`src/rtl/wb_port_arbiter.sv`:
```
// Register-file write-port arbiter: pipeline writeback has priority, LLU results queue in a FIFO.
// Optional pending-rd scoreboard on llu_busy when WB_SCOREBOARD_EN is defined.
module wb_port_arbiter #(
  parameter int FIFO_DEPTH   = 2,
  parameter int STARVE_LIMIT = 8
) (
  input  logic        clk,
  input  logic        rst,
  input  logic        RegWriteW,
  input  logic [4:0]  RdW,
  input  logic [31:0] ResultW,
  input  logic        llu_valid,
  output logic        llu_ready,
  input  logic [4:0]  llu_rd,
  input  logic [31:0] llu_data,
  output logic        rf_we,
  output logic [4:0]  rf_rd,
  output logic [31:0] rf_wdata,
  output logic        stall_req,
  output logic [31:0] llu_busy
);

  localparam int PW = (FIFO_DEPTH > 1) ? $clog2(FIFO_DEPTH) : 1;
  localparam int CW = PW + 1;
  localparam logic [CW-1:0] DEPTH_C = CW'(FIFO_DEPTH);
  localparam logic [7:0]    LIMIT   = 8'(STARVE_LIMIT);

  logic [4:0]    mem_rd   [FIFO_DEPTH];
  logic [31:0]   mem_data [FIFO_DEPTH];
  logic [PW-1:0] wr_ptr;
  logic [PW-1:0] rd_ptr;
  logic [CW-1:0] count;
  logic [7:0]    starve_cnt;
  logic [7:0]    starve_next;
  logic          stall_next;
  logic          full;
  logic          empty;
  logic          slot_busy;
  logic          pop;
  logic          push;

  // Handshake: an LLU result transfers on an edge where llu_valid && llu_ready;
  // llu_ready depends only on the registered occupancy, never on this cycle's pop.
  assign full      = (count == DEPTH_C);
  assign empty     = (count == '0);
  assign llu_ready = !full;
  assign slot_busy = RegWriteW && (RdW != 5'd0);
  assign pop       = !slot_busy && !empty;
  assign push      = llu_valid && !full && (llu_rd != 5'd0);

  always_comb begin
    starve_next = starve_cnt;
    if (pop || empty) begin
      starve_next = '0;
    end else if (starve_cnt != LIMIT) begin
      starve_next = starve_cnt + 8'd1;
    end
  end

  // Fire on the edge the counter reaches the limit; re-fire if the bubble was not honoured.
  assign stall_next = (starve_next == LIMIT) && ((starve_cnt != LIMIT) || stall_req);

  always_ff @(posedge clk or posedge rst) begin
    if (rst) begin
      rf_we      <= 1'b0;
      rf_rd      <= '0;
      rf_wdata   <= '0;
      stall_req  <= 1'b0;
      starve_cnt <= '0;
      count      <= '0;
      wr_ptr     <= '0;
      rd_ptr     <= '0;
    end else begin
      if (slot_busy) begin
        rf_we    <= 1'b1;
        rf_rd    <= RdW;
        rf_wdata <= ResultW;
      end else if (pop) begin
        rf_we    <= 1'b1;
        rf_rd    <= mem_rd[rd_ptr];
        rf_wdata <= mem_data[rd_ptr];
      end else begin
        rf_we    <= 1'b0;
      end
      if (pop) begin
        rd_ptr <= rd_ptr + PW'(1);
      end
      if (push) begin
        wr_ptr <= wr_ptr + PW'(1);
      end
      case ({push, pop})
        2'b10:   count <= count + CW'(1);
        2'b01:   count <= count - CW'(1);
        default: count <= count;
      endcase
      starve_cnt <= starve_next;
      stall_req  <= stall_next;
    end
  end

  always_ff @(posedge clk) begin
    if (push) begin
      mem_rd[wr_ptr]   <= llu_rd;
      mem_data[wr_ptr] <= llu_data;
    end
  end

`ifdef WB_SCOREBOARD_EN
  logic [31:0] busy_q;
  logic [31:0] busy_next;

  // Clear for the popped rd first so a same-edge enqueue of that rd wins.
  always_comb begin
    busy_next = busy_q;
    if (pop) begin
      busy_next[mem_rd[rd_ptr]] = 1'b0;
    end
    if (push) begin
      busy_next[llu_rd] = 1'b1;
    end
    busy_next[0] = 1'b0;
  end

  always_ff @(posedge clk or posedge rst) begin
    if (rst) begin
      busy_q <= '0;
    end else begin
      busy_q <= busy_next;
    end
  end

  assign llu_busy = busy_q;
`else
  assign llu_busy = '0;
`endif

endmodule

```
`config.mk`:
```
export PLATFORM = sky130hd
export DESIGN_NAME = wb_port_arbiter
export DESIGN_NICKNAME = d
export VERILOG_FILES = /design/src/rtl/wb_port_arbiter.sv
export SDC_FILE = /design/constraint.sdc
export NUM_CORES = 1
export LEC_CHECK = 0
export CAP_MARGIN = 10
export CELL_PAD_IN_SITES_DETAIL_PLACEMENT = 1
export CELL_PAD_IN_SITES_GLOBAL_PLACEMENT = 2
export CORE_MARGIN = 1
export CORE_UTILIZATION = 28
export DETAILED_ROUTE_END_ITERATION = 8
export HOLD_SLACK_MARGIN = 0.02
export PLACE_DENSITY = 0.79
export SYNTH_ARGS = -nofsm -noshare
export SYNTH_HDL_FRONTEND = slang
export SYNTH_SLANG_ARGS = --single-unit
```
`constraint.sdc`:
```
create_clock -name clk -period 2.7 [get_ports clk]
set_input_delay 0.54 -clock clk [delete_from_list [all_inputs] [get_ports clk]]
set_output_delay 0.54 -clock clk [all_outputs]
set_load 0.02 [all_outputs]
```
==> results of run 1 <==
sequential cells by signal (all words and copies together), names as in the netlist:
name and flops:
wr_ptr 1, starve_cnt 8, rf_wdata 32, mem_data 64, rf_rd 5, stall_req 1
rf_we 1, mem_rd 10, rd_ptr 1, count 2
layout make-up:
type / instances / area, µm² / share of cell area [%]
clock buffers: 22 / 454 / 6.15
clock inverters: 10 / 121 / 1.64
inverters: 5 / 18.8 / 0.254
multi-input cells: 279 / 1680 / 22.8
flip-flops and latches: 125 / 3500 / 47.4
well taps: 260 / 325 / 4.41
repair buffers: 130 / 1280 / 17.4
cell families (layout without fill, tap and decap cells):
kind of cell | after synthesis | in the layout | share of synthesized area (%)
xor+xnor | 11 | 11 | 1.77
simple gates | 112 | 112 | 9.15
mux | 37 | 37 | 6.82
flops | 125 | 125 | 64.4
fa+ha+maj | 3 | 3 | 0.691
buf+inv | 59 | 167 | 7.31
other cells | 1 | 32 | 0.0691
compound gates | 84 | 84 | 9.75
routing by layer:
metal  GRT usage [%]  up-vias  share of wire, %
li1                -     1711                 -
met1            15.2     1774                40
met2            24.0      123                50
met3            6.01       18               8.1
met4            4.81        2               1.3
met5               0        -              0.10
cells in the final DEF (no fill, tap or decap), types with 2 or more instances in the layout:
master / synthesis / routed
nand3_1: 6 / 6
edfxtp_1: 74 / 74
nor3_1: 3 / 3
mux2i_1: 37 / 37
dfrtp_1: 51 / 50
inv_1: 5 / 4
clkbuf_1: 10 / 4
clkinv_1: 0 / 3
nand2_1: 40 / 40
buf_4: 33 / 12
clkbuf_16: 0 / 17
nor2_4: 1 / 4
a21oi_1: 40 / 40
o21ai_0: 7 / 7
nor2_1: 50 / 47
nor4bb_1: 2 / 2
nand2b_1: 2 / 2
bufinv_16: 0 / 3
ha_1: 3 / 3
conb_1: 1 / 32
clkinv_2: 0 / 4
xnor2_1: 7 / 7
clkdlybuf4s50_1: 0 / 117
o21ai_1: 9 / 9
xor2_1: 4 / 4
o21ai_2: 23 / 23
or4_1: 2 / 2
power by group through the flow:
stage	sequential (mW)	clock [mW]	combinational, mW
2_1_floorplan	3.01	0	1.39
3_3_place_gp	2.88	0	2.41
3_5_place_dp	2.91	0	2.47
4_1_cts	2.87	2.28	2.49
5_1_grt	2.92	2.36	2.67
6_report	2.86	2.23	2.44
worst register-to-register path, delay by kind of cell, from the launching register on:
kind                       cells  cell delay [ns]
adders and majority gates      1             0.13
buffers and inverters          1             0.10
AOI/OAI and AO/OA              1             0.20
and+or+nand+nor                3             0.95
DFF                            1             0.47
final timing paths:
| kind | start | endpoint | slack (ns) | depth (start not counted) |
|---|---|---|---|---|
| max | count[0] | llu_ready | 0.42 | 2 |
| min | rst | rf_we | 0.44 | 2 |
| max reg2reg | starve_cnt[0] | stall_req | 0.79 | 6 |
| min reg2reg | rf_wdata[28] | rf_wdata[28] | 0.54 | 2 |
| max in group asynchronous | rst | rd_ptr | 1.62 | 3 |
| min in group clk | rf_wdata[28] | rf_wdata[28] | 0.54 | 2 |
==> impl_metrics.tcl, run 1 <==
set metrics [dict create \
    synth_top_area_share_pct 40.9 \
    clkSinkCount 125 \
    finalMaxSlewViolations 0 \
    syn2layout_area_growth_pct 36.0 \
    final.fill_count 1997 \
    path_cells "nand2b_1, clkdlybuf4s50_1" \
    async_flop_share_pct 40.8 \
    pre_cts_ws_ns 0.136 \
    status "finished, final reports clean" \
    instances_no_fill 831 \
    io_buffers 117 \
    synthCells 432 \
    fin_worst_skew_ns 0.00578 \
    cts-root-buf "clkbuf_16" \
    gp_congestion 0.708 \
    power.density_nw_per_um2 1020 \
    final_util_pct 39.2 \
    drc 0 \
    placed_cell_area_um2 6810 \
    grt_max_degree 42 \
    min_path_type "input port to asynchronous set/reset pin" \
    final_hold_viol_count 0 \
    fin_ws_ns 0.425 \
    clk_pin_slew_ns 0.05 \
    synth.largest_area_cell "edfxtp_1" \
    intPower_mw 5.07 \
    vias 3628 \
    syn-cell-area_um2 5430 \
    worst-setup-path-type "register to output port" \
    startpoint_type "register" \
    relSlewSlack_pct 57.8 \
    synth-seq-cells 125 \
    netSwitchingPower_mw 2.46 \
    core_um2 18800 \
    yosys_warnings 0 \
    period_share_pct 84.3 \
    hold_slack_ns 0.443 \
    clk_path_buf_depth 2 \
    setup_viol 0 \
    synth_edf_count 74 \
    first_iter_violations 116 \
    dp.cells 799 \
    grt.total_usage_pct 13.9 \
    tightest_slew_ns 0.625 \
    avgSynthCellArea_um2 12.6 \
    netSwitchingFraction_pct 32.7 \
    dr.pass1.iters 4 \
    cts_max_level 4 \
    cts_setup_buffers 0 \
    synthTopCellsByCount "edfxtp_1 (74), dfrtp_1 (51), nor2_1 (50), a21oi_1 (40), nand2_1 (40)" \
    fmax_ghz 0.440 \
    holdBufCountCts 0 \
    clkPwrFrac_pct 29.7 \
    cts_buffers 17 \
    worst-path-buf-inv 1 \
    leakagePower_nw 2.89 \
    fp-row-count 50 \
    p_seq_share_pct 38.0 \
    drv_cap 0 \
    crit_required_ns 2.16 \
    synthDistinctLibCells 35 \
    ys_top_cells_by_area "edfxtp_1 (41%), dfrtp_1 (24%), mux2i_1 (6.8%)" \
    cts_tree "built" \
    grt_pass1_wl_um 20600 \
    grt_pass1_vias 4047 \
    synth_flop_cell "edfxtp_1" \
    rsz0062_at_grt "false" \
    fp.dieH_um 141 \
    final_area_um2 7380 \
    crit_family "buffers and inverters" \
    antenna_found_initial 1 \
    finalWirelength_um 12900 \
    clock_latency_ns 0.42 \
    start_util_pct 28.8 \
    cpPeakStageDelay_ns 0.67 \
    critPathArrivalTime_ns 1.74 \
    combPwrFrac_pct 32.4 \
    total_power_mw 7.53 \
    vias_per_cell 4.37 \
    critical-path-slowest-cell "clkdlybuf4s50_1" \
    antenna_cells 0 \
    yosysSeqAreaShare_pct 64.4 \
    period_minus_slack_ns 2.28 \
    endpoint_kind "output port" \
    wl_per_cell_um 15.5 \
    vdd_drop_max_mv 0.432 \
    die_area_um2 20000 \
    drive_gt1_share_pct 12.4 \
    cts_resized 0 \
    ios 150 \
    drtAntennaViolNets 0 \
    die_w_um 141 \
    critPathMaxFanout 5 \
    hpwl_um 9170 \
    finalNetCount 639 \
    yosysMostFrequentCell "edfxtp_1" \
    totalNegativeSetupSlack_ns 0 \
    grt-ovfl-total 0 \
]
Note: power is estimated with default switching activity, not from simulation.
==> run 2: changes to the inputs <==
==> constraint.sdc (replaced) <==
create_clock -name clk -period 1.9 [get_ports clk]
set_input_delay 0.38 -clock clk [delete_from_list [all_inputs] [get_ports clk]]
set_output_delay 0.38 -clock clk [all_outputs]
set_load 0.02 [all_outputs]
==> run 2 against run 1 <==
Global-route usage down 0.057 points; critical path depth up 7; flip-flop and latch count unchanged; register-to-register slack worse by 0.67 ns.
==> impl_metrics.tcl, run 2 (same netlist as run 1, synthesis figures left out) <==
set metrics [dict create \
    status "finished, final reports clean" \
    largestRegisters "mem_data x64, rf_wdata x32, mem_rd x10" \
    fin_worst_skew_ns 0.0100 \
    antenna_found_initial 0 \
    grt_max_degree 56 \
    dp.cells 807 \
    endpoint_kind "register" \
    grt.total_usage_pct 13.9 \
    cts-root-buf "clkbuf_16" \
    syn2layout_area_growth_pct 39.5 \
    die_w_um 141 \
    io_buffers 117 \
    grt_pass1_wl_um 21000 \
    vias_per_cell 4.34 \
    drive_gt1_share_pct 15.7 \
    total_power_mw 10.9 \
    drtAntennaViolNets 0 \
    core_um2 18800 \
    antenna_cells 0 \
    combPwrFrac_pct 35.0 \
    first_iter_violations 219 \
    grtUsageMet1_pct 15.5 \
    cts_buffers 17 \
    grt-ovfl-total 0 \
    instances_no_fill 845 \
    tightest_slew_ns 0.641 \
    clkSinkCount 125 \
    grt_pass1_vias 4053 \
    critPathMaxFanout 4 \
    final_util_pct 40.2 \
    path_cells "dlygate4sd2_1, or4_4, o211ai_4, buf_6, buf_6, ha_4, xnor2_2, nor2_1, xor2_1" \
    relSlewSlack_pct 57.1 \
    wl_per_cell_um 15.0 \
    finalNetCount 653 \
    holdBufCountCts 0 \
    ios 150 \
    setup_viol 0 \
    hold_slack_ns 0.248 \
    clock_latency_ns 0.41 \
    gp_congestion 0.704 \
    min_path_type "input port to register" \
    final_cell_mix "clkdlybuf4s50_1 (109), edfxtp_1 (74), dfrtp_1 (50), nor2_1 (47)" \
    leakagePower_nw 3.00 \
    fp.dieH_um 141 \
    vias 3667 \
    busiest_layer "met2" \
    drv_cap 0 \
    clk_pin_slew_ns 0.05 \
    clkPwrFrac_pct 28.8 \
    startpoint_type "input port" \
    cts_tree "built" \
    hpwl_um 8660 \
    cpPeakStageDelay_ns 0.54 \
    power.density_nw_per_um2 1440 \
    final_common_cell "clkdlybuf4s50_1" \
    drc 0 \
    met2_usage_pct 24.8 \
    fmax_ghz 0.538 \
    start_util_pct 28.8 \
    final_hold_viol_count 0 \
    worst-setup-path-type "input port to register" \
    die_area_um2 20000 \
    finalWirelength_um 12700 \
    clk_path_buf_depth 2 \
    cp_common_cell "buf_6" \
    rsz0062_at_grt "false" \
    dr.pass1.iters 4 \
    critical-path-slowest-cell "or4_4" \
    netSwitchingPower_mw 3.59 \
    intPower_mw 7.29 \
    globalRouteMet3Util_pct 4.18 \
    period_share_pct 97.8 \
    critPathArrivalTime_ns 2.13 \
    fp-row-count 50 \
    p_seq_share_pct 36.3 \
    cts_max_level 4 \
    netSwitchingFraction_pct 33.0 \
    finalMaxSlewViolations 0 \
    vdd_drop_max_mv 0.626 \
    regToRegSetupSlack_ns 0.12 \
    largest-register "mem_data" \
    largest_reg_flops 64 \
    period_minus_slack_ns 1.86 \
    crit_required_ns 2.18 \
]
## run 2: cell count changes in the layout (fill, tap and decap cells not counted), moves of 2 or more
cell             delta
buf_12              +2
dlymetal6s2s_1      +3
clkdlybuf4s50_1     -8
dlygate4sd2_1       +5
clkbuf_1            -3
clkinv_2            -3
nor2_4              +2
buf_4               +7
clkinv_4            +2
or4_1               -2
clkinvlp_4          +3
or4_4               +2
buf_6               +3
## run 2: layer usage
layer,part of all wire (%),up-vias,wire (µm)
met4,1.0,0,132
met1,42,1795,5260
met2,52,108,6640
met3,5.1,11,642
li1,-,1753,-
met5,0,-,0
## run 2: power groups by stage
stage / Sequential, mW / Clock (mW) / Combinational [mW]
global placement: 3.96 / 0 / 3.65
floorplan: 4.27 / 0 / 1.98
finish: 3.95 / 3.13 / 3.80
CTS: 3.96 / 3.21 / 3.92
detailed placement: 4.00 / 0 / 3.74
global route: 4.03 / 3.33 / 4.19
## run 2: final timing paths
kind,endpoint,cells after the start,start
max in group asynchronous,rd_ptr,3,rst
hold / removal,rf_rd[4],3,RdW[4]
setup reg to reg,mem_data[0][0],4,count[1]
setup / recovery,count[1],9,llu_rd[4]
min in group asynchronous,rf_wdata[11],3,rst
hold reg to reg,rf_wdata[25],2,rf_wdata[25]
## run 2: layout make-up
cell class,count,area [µm²]
Clock buffer,20,457
Clock inverter,12,120
Fill cell,1998,11300
Inverter,5,18.8
Multi-Input combinational cell,281,1750
Sequential cell,125,3500
Tap cell,260,325
Timing Repair Buffer,142,1410
## run 2: what timing repair did
action                     CTS  global route
buffers inserted             4             0
setup endpoints to repair   87             4
gates cloned                 2             0
gates resized for setup     17             3
pin swaps                    6             6
## run 2: metrics by stage
stage / worst slack, ns / setup TNS [ns] / cell area (µm²)
floorplan: -0.365 / -27.00 / 5550
global placement: -0.551 / -53.59 / 6890
detailed placement: -0.671 / -65.89 / 6890
CTS: -0.00308 / -0.00308 / 7570
global route: 0.00475 / 0 / 7580
finish: 0.0426 / 0 / 7580
## run 2: worst max-delay path: cells and delay by family
kind | cells | cell delay (ns)
buffers and inverters | 3 | 0.47
and+or+nand+nor | 2 | 0.61
xor gates and xnor gates | 2 | 0.25
adders and majority gates | 1 | 0.13
AOI/OAI and AO/OA | 1 | 0.28
==> run 3: changes to the inputs <==
--- a/config.mk
+++ b/config.mk
@@ -10,6 +10,7 @@
 export CELL_PAD_IN_SITES_GLOBAL_PLACEMENT = 2
 export CORE_MARGIN = 1
 export CORE_UTILIZATION = 28
+export CTS_CLUSTER_SIZE = 14
 export DETAILED_ROUTE_END_ITERATION = 8
 export HOLD_SLACK_MARGIN = 0.02
 export PLACE_DENSITY = 0.79
==> results of run 3 <==
Same layout as run 2: the final DEF is identical, and so are final timing and power.
